### config.mk
export PLATFORM = sky130hd
export DESIGN_NAME = chacha_block_ctrl
export DESIGN_NICKNAME = d
export VERILOG_FILES = /design/src/rtl/chacha_block_ctrl.sv
export SDC_FILE = /design/constraint.sdc
export NUM_CORES = 1
export LEC_CHECK = 0
export ABC_AREA = 1
export ABC_CLOCK_PERIOD_IN_PS = 2400
export CAP_MARGIN = 0
export CORE_MARGIN = 2
export CORE_UTILIZATION = 52
export DETAILED_ROUTE_END_ITERATION = 10
export HOLD_SLACK_MARGIN = 0.02
export PLACE_DENSITY = 0.81
export SYNTH_ARGS = -nofsm -noshare
export SYNTH_HDL_FRONTEND = slang
export SYNTH_SLANG_ARGS = --single-unit
### constraint.sdc
create_clock -name clk -period 2.4 [get_ports clk]
set_input_delay 0.36 -clock clk [delete_from_list [all_inputs] [get_ports clk]]
set_output_delay 0.36 -clock clk [all_outputs]
set_load 0.05 [all_outputs]
### src/rtl/chacha_block_ctrl.sv
// ChaCha keystream block controller.
// Sequences one or more keystream blocks. For each block it loads the state matrix,
// issues 2*NUM_DOUBLE_ROUNDS half-rounds (alternating column/diagonal) to an external
// quarter-round datapath, adds the initial state back, and presents the block downstream.
// Every control output is a flop fed from next-state logic, so no input reaches an output
// combinationally.
module chacha_block_ctrl #(
  parameter int unsigned NUM_DOUBLE_ROUNDS = 10
) (
  input  logic        clk,
  input  logic        rst_n,
  input  logic        start,
  input  logic [31:0] init_counter,
  input  logic [15:0] num_blocks,
  input  logic        abort,
  output logic        clr_matrix,
  output logic        load_state,
  output logic [31:0] block,
  output logic        qr_start,
  output logic        qr_diag,
  input  logic        qr_done,
  output logic        add_en,
  output logic        ks_valid,
  input  logic        ks_ready,
  output logic        busy,
  output logic        done,
  output logic        err_ovf
);

  // Index of the last half-round in a block. NUM_DOUBLE_ROUNDS must be at least 1.
  localparam int unsigned HrLast = 2 * NUM_DOUBLE_ROUNDS - 1;
  localparam int unsigned HrW    = (HrLast > 0) ? $clog2(HrLast + 1) : 1;

  typedef enum logic [2:0] {
    StIdle,
    StClear,
    StLoad,
    StIssue,
    StWait,
    StAdd,
    StOut
  } state_e;

  state_e           state_q, state_d;
  logic             aborting_q, aborting_d;
  logic [31:0]      block_q, block_d;
  logic [15:0]      remaining_q, remaining_d;
  logic [HrW-1:0]   hr_q, hr_d;
  logic             err_ovf_q, err_ovf_d;
  logic             done_q, done_d;
  logic             qr_diag_q, qr_diag_d;
  logic             clr_q, clr_d;
  logic             load_q, load_d;
  logic             qr_start_q, qr_start_d;
  logic             add_q, add_d;
  logic             ks_valid_q, ks_valid_d;
  logic             busy_q, busy_d;

  // Next-state, datapath-register and registered-output decode.
  always_comb begin
    state_d     = state_q;
    aborting_d  = aborting_q;
    block_d     = block_q;
    remaining_d = remaining_q;
    hr_d        = hr_q;
    err_ovf_d   = err_ovf_q;
    done_d      = 1'b0;

    if (abort && (state_q != StIdle)) begin
      // Abort wins over everything; a single CLEAR scrubs the matrix before idling.
      state_d    = StClear;
      aborting_d = 1'b1;
    end else begin
      unique case (state_q)
        StIdle: begin
          if (start) begin
            if (num_blocks != 16'd0) begin
              block_d     = init_counter;
              remaining_d = num_blocks;
              err_ovf_d   = 1'b0;
              aborting_d  = 1'b0;
              state_d     = StClear;
            end else begin
              // Empty run: acknowledge only, leave everything else alone.
              done_d = 1'b1;
            end
          end
        end
        StClear: begin
          state_d    = aborting_q ? StIdle : StLoad;
          aborting_d = 1'b0;
        end
        StLoad: begin
          hr_d    = '0;
          state_d = StIssue;
        end
        StIssue: begin
          state_d = StWait;
        end
        StWait: begin
          if (qr_done) begin
            if (hr_q == HrW'(HrLast)) begin
              state_d = StAdd;
            end else begin
              hr_d    = hr_q + HrW'(1);
              state_d = StIssue;
            end
          end
        end
        StAdd: begin
          state_d = StOut;
        end
        StOut: begin
          if (ks_ready) begin
            if (remaining_q > 16'd1) begin
              if (block_q == 32'hFFFF_FFFF) begin
                // Counter would wrap and reuse keystream: stop the run and flag it.
                err_ovf_d = 1'b1;
                done_d    = 1'b1;
                state_d   = StIdle;
              end else begin
                remaining_d = remaining_q - 16'd1;
                block_d     = block_q + 32'd1;
                state_d     = StLoad;
              end
            end else begin
              done_d  = 1'b1;
              state_d = StIdle;
            end
          end
        end
        default: begin
          state_d = StIdle;
        end
      endcase
    end

    // Diagonal select is latched on entry to ISSUE and held through the wait.
    qr_diag_d  = (state_d == StIssue) ? hr_d[0] : qr_diag_q;

    clr_d      = (state_d == StClear);
    load_d     = (state_d == StLoad);
    qr_start_d = (state_d == StIssue);
    add_d      = (state_d == StAdd);
    ks_valid_d = (state_d == StOut);
    busy_d     = (state_d != StIdle);
  end

  // State and registered outputs.
  always_ff @(posedge clk or negedge rst_n) begin
    if (!rst_n) begin
      state_q     <= StIdle;
      aborting_q  <= 1'b0;
      block_q     <= 32'd0;
      remaining_q <= 16'd0;
      hr_q        <= '0;
      err_ovf_q   <= 1'b0;
      done_q      <= 1'b0;
      qr_diag_q   <= 1'b0;
      clr_q       <= 1'b0;
      load_q      <= 1'b0;
      qr_start_q  <= 1'b0;
      add_q       <= 1'b0;
      ks_valid_q  <= 1'b0;
      busy_q      <= 1'b0;
    end else begin
      state_q     <= state_d;
      aborting_q  <= aborting_d;
      block_q     <= block_d;
      remaining_q <= remaining_d;
      hr_q        <= hr_d;
      err_ovf_q   <= err_ovf_d;
      done_q      <= done_d;
      qr_diag_q   <= qr_diag_d;
      clr_q       <= clr_d;
      load_q      <= load_d;
      qr_start_q  <= qr_start_d;
      add_q       <= add_d;
      ks_valid_q  <= ks_valid_d;
      busy_q      <= busy_d;
    end
  end

  assign clr_matrix = clr_q;
  assign load_state = load_q;
  assign block      = block_q;
  assign qr_start   = qr_start_q;
  assign qr_diag    = qr_diag_q;
  assign add_en     = add_q;
  assign ks_valid   = ks_valid_q;
  assign busy       = busy_q;
  assign done       = done_q;
  assign err_ovf    = err_ovf_q;

endmodule

==> results.yml <==
outcome:
  outcome: "finished clean"
timing:
  tightestPinTransition_ns: 0.571
  post-route-period-util: 0.868
  worst_slack_ns: 0.317
  report.final.setup_viol: 0
  fin_worst_skew_ns: 0.0154
  maxSlewViolCount: 0
  grt_setup_unrepaired: "false"
  timing.fmax_mhz: 480
  min_period_ns: 2.08
  totalNegativeSetupSlack_ns: 0
  finalHoldWorstSlack_ns: 0.480
  max_slew_margin: 0.619
  hold_violations: 0
synthesis:
  mappedNetlistArea_um2: 4640
  synth.lib_cells_used.distinct: 37
  synth.avg_cell_area_um2: 6.12
  synth_async_sr_flop_share: 1.00
  ys.flop_type: "sky130_fd_sc_hd__dfrtp_1"
  synth_seq_cells: 66
  synthesis.nets: 816
  seq_total_area_yosys: 0.356
  synthCells: 758
  synth.yosys.warnings: 0
  synth_edf_count: 0
layout:
  n_antenna_cell: 0
  flow.area_growth_from_synthesis_pct: 28.3
  most-common-layout-cells: "sky130_fd_sc_hd__nand2_1 (377), sky130_fd_sc_hd__nor2_1 (94), sky130_fd_sc_hd__clkdlybuf4s50_1 (93)"
  layoutNonFillerInstCount: 969
  final_common_cell: "sky130_fd_sc_hd__nand2_1"
  nNetsFinal: 914
  final_layout_size_suffix_gt1_frac: 0.0546
pwr:
  power.leakage_uw: 0.00296
  seq_power_share: 0.298
  power.ir.vdd_worst_uv: 811
  power_switching_share: 0.531
  power-per-cell-area_nw_per_um2: 1290
  pwr-share-clk: 0.130
  combPwrFrac: 0.572
  pwr_total_uw: 7650
  p_sw_uw: 4060
  power.internal_uw: 3590
routing:
  detailroute.via_count: 5178
  finalWirelength_mm: 13.1
  wl_per_cell_um: 13.5
  top_layer: "met4"
  via_per_inst: 5.34
  number_of_routed_nets_with_antenna_violations: 0
  number_of_iterations_in_the_first_detailed_routing_pass: 5
  drc: 0
  met1_length_mm: 5.48
  first_iter_violations: 287
  wl_met2_mm: 6.43
  dr_wl_met3_um: 755
critical_path:
  slowest_stage: "sky130_fd_sc_hd__clkdlybuf4s50_1"
  worst_ep_required_time_ns: 2.04
  number_of_buffer_and_inverter_instances_along_the_worst_setup_path: 1
  crit_path_start_kind: "flip-flop"
  worst_path_arrival_ns: 1.72
  critical_path_class: "flip-flop to output pin"
  worst_path_largest_cell_delay_ns: 0.86
  worst-path-max-fanout: 7
  crit_chain: "clkdlybuf4s50_1"
  crit_family: "buffers and inverters"
  end_kind: "output pin"
global_routing:
  grt_overflow_total: 0
  gr_util_all_layers: 0.277
  number_of_antenna_violations_at_the_first_check_in_global_routing: 0
  wire_length_of_the_first_global_routing_pass_mm: 22.1
  vias_in_the_first_global_route: 4939
  pin_count_of_the_biggest_net_entering_global_routing: 49
floorplanning:
  top_level_ports: 95
  number_of_placement_rows: 34
  chipWidth_um: 98.5
  fp.dieArea_um2: 9700
  core-area_um2: 8680
  overall_die_height_um: 98.5
  initial_core_util: 0.535
placement:
  globalplace.congestion: 0.954
  dp_hpwl_mm: 9.74
  port-buffer-count: 94
  dp_slack_ns: 0.265
  numPlacedInstances: 952
job:
  maxCapViolations: 0
clocking:
  clock_root_buffer_master: "sky130_fd_sc_hd__clkbuf_8"
  cts_num_sinks: 66
  cts_tree: "built"
  worst_skew_pair.late_latency_ns: 0.37
  clkTransAtPathRegs_ns: 0.09
  cts_made_buffers: 9
  cts.htree.levels: 3
  cts-root-to-sink-buffers: 2
worst_hold_path:
  worst_hold_check_path_type: "flip-flop to flip-flop"
-- synth_stat cells, types with 2 or more instances --
library cell,instances,share of area
sky130_fd_sc_hd__inv_2,3,0.0024
sky130_fd_sc_hd__xnor2_1,3,0.0057
sky130_fd_sc_hd__nand3_1,34,0.037
sky130_fd_sc_hd__nor2_2,3,0.0040
sky130_fd_sc_hd__o31ai_1,2,0.0032
sky130_fd_sc_hd__ha_1,4,0.011
sky130_fd_sc_hd__xor2_1,5,0.0094
sky130_fd_sc_hd__nand3b_1,14,0.023
sky130_fd_sc_hd__a21oi_1,13,0.014
sky130_fd_sc_hd__nor2_4,2,0.0049
sky130_fd_sc_hd__dfrtp_1,66,0.36
sky130_fd_sc_hd__buf_1,2,0.0016
sky130_fd_sc_hd__buf_6,3,0.0073
sky130_fd_sc_hd__nor2_1,95,0.077
sky130_fd_sc_hd__nand4_1,4,0.0054
sky130_fd_sc_hd__o21ai_0,36,0.039
sky130_fd_sc_hd__nor3_1,6,0.0065
sky130_fd_sc_hd__buf_2,6,0.0065
sky130_fd_sc_hd__nand2_1,377,0.30
sky130_fd_sc_hd__inv_1,48,0.039
sky130_fd_sc_hd__o21bai_1,3,0.0049
sky130_fd_sc_hd__or2_2,5,0.0067
sky130_fd_sc_hd__clkbuf_1,10,0.0081
-- metrics by stage --
stage,area (um2),utilization
after CTS,5950,0.686
after global routing,5950,0.686
after detailed placement,5750,0.662
final,5950,0.686
after global placement,5750,0.662
after floorplan,4640,-
-- layer usage --
layer | global-route usage | vias to the layer above
li1 | - | 2559
met1 | 0.332 | 2397
met2 | 0.496 | 179
met3 | 0.0461 | 43
met4 | 0.107 | 0
met5 | 0 | -
-- sequential cells by signal (all words and copies together), names as in the netlist --
name / flops
block: 32
remaining_q: 16
hr_q: 5
state_q: 3
aborting_q: 1
add_en: 1
busy: 1
clr_matrix: 1
done: 1
err_ovf: 1
ks_valid: 1
load_state: 1
qr_diag: 1
qr_start: 1
-- power by group through the flow --
stage	registers [uW]	clock network, uW	logic (uW)
final	2280	994	4380
after global routing	2350	1040	4830
after CTS	2260	997	4380
after detailed placement	2270	0	4370
after global placement	2260	0	4240
after floorplan	3170	0	2050
-- cell type report --
type,instances,area [um2]
repair buffers,108,1080
well taps,108,135
clock buffers,9,124
clock inverters,7,75.1
inverters,52,195
flip-flops and latches,66,1650
fillers,815,2720
multi-input cells,619,2690
-- worst paths after layout --
check	from	endpoint	cells after the start	slack (ns)
worst max-delay path	block[28]	block[28]	1	0.32
min in group asynchronous	rst_n	block[16]	2	0.52
max in group asynchronous	rst_n	ks_valid	3	1.27
worst min-delay path	aborting_q	aborting_q	2	0.48
worst max register to register	remaining_q[0]	block[2]	13	0.33
worst min register to register	aborting_q	aborting_q	2	0.48
-- timing repair --
action                    CTS  global route
resized for setup           0             0
hold buffers                1             0
buffers inserted            0             0
hold endpoints to repair   22             0
-- cells by family (layout without fill, tap and decap cells) --
family / after synthesis / after routing / synth area share
AOI/OAI and AO/OA: 63 / 63 / 0.0747
xor gates and xnor gates: 8 / 8 / 0.0151
adders and majority gates: 4 / 4 / 0.0108
buffers and inverters: 73 / 176 / 0.0655
DFF: 66 / 66 / 0.356
and+or+nand+nor: 544 / 544 / 0.478
Power figures use the tool's default switching activity.
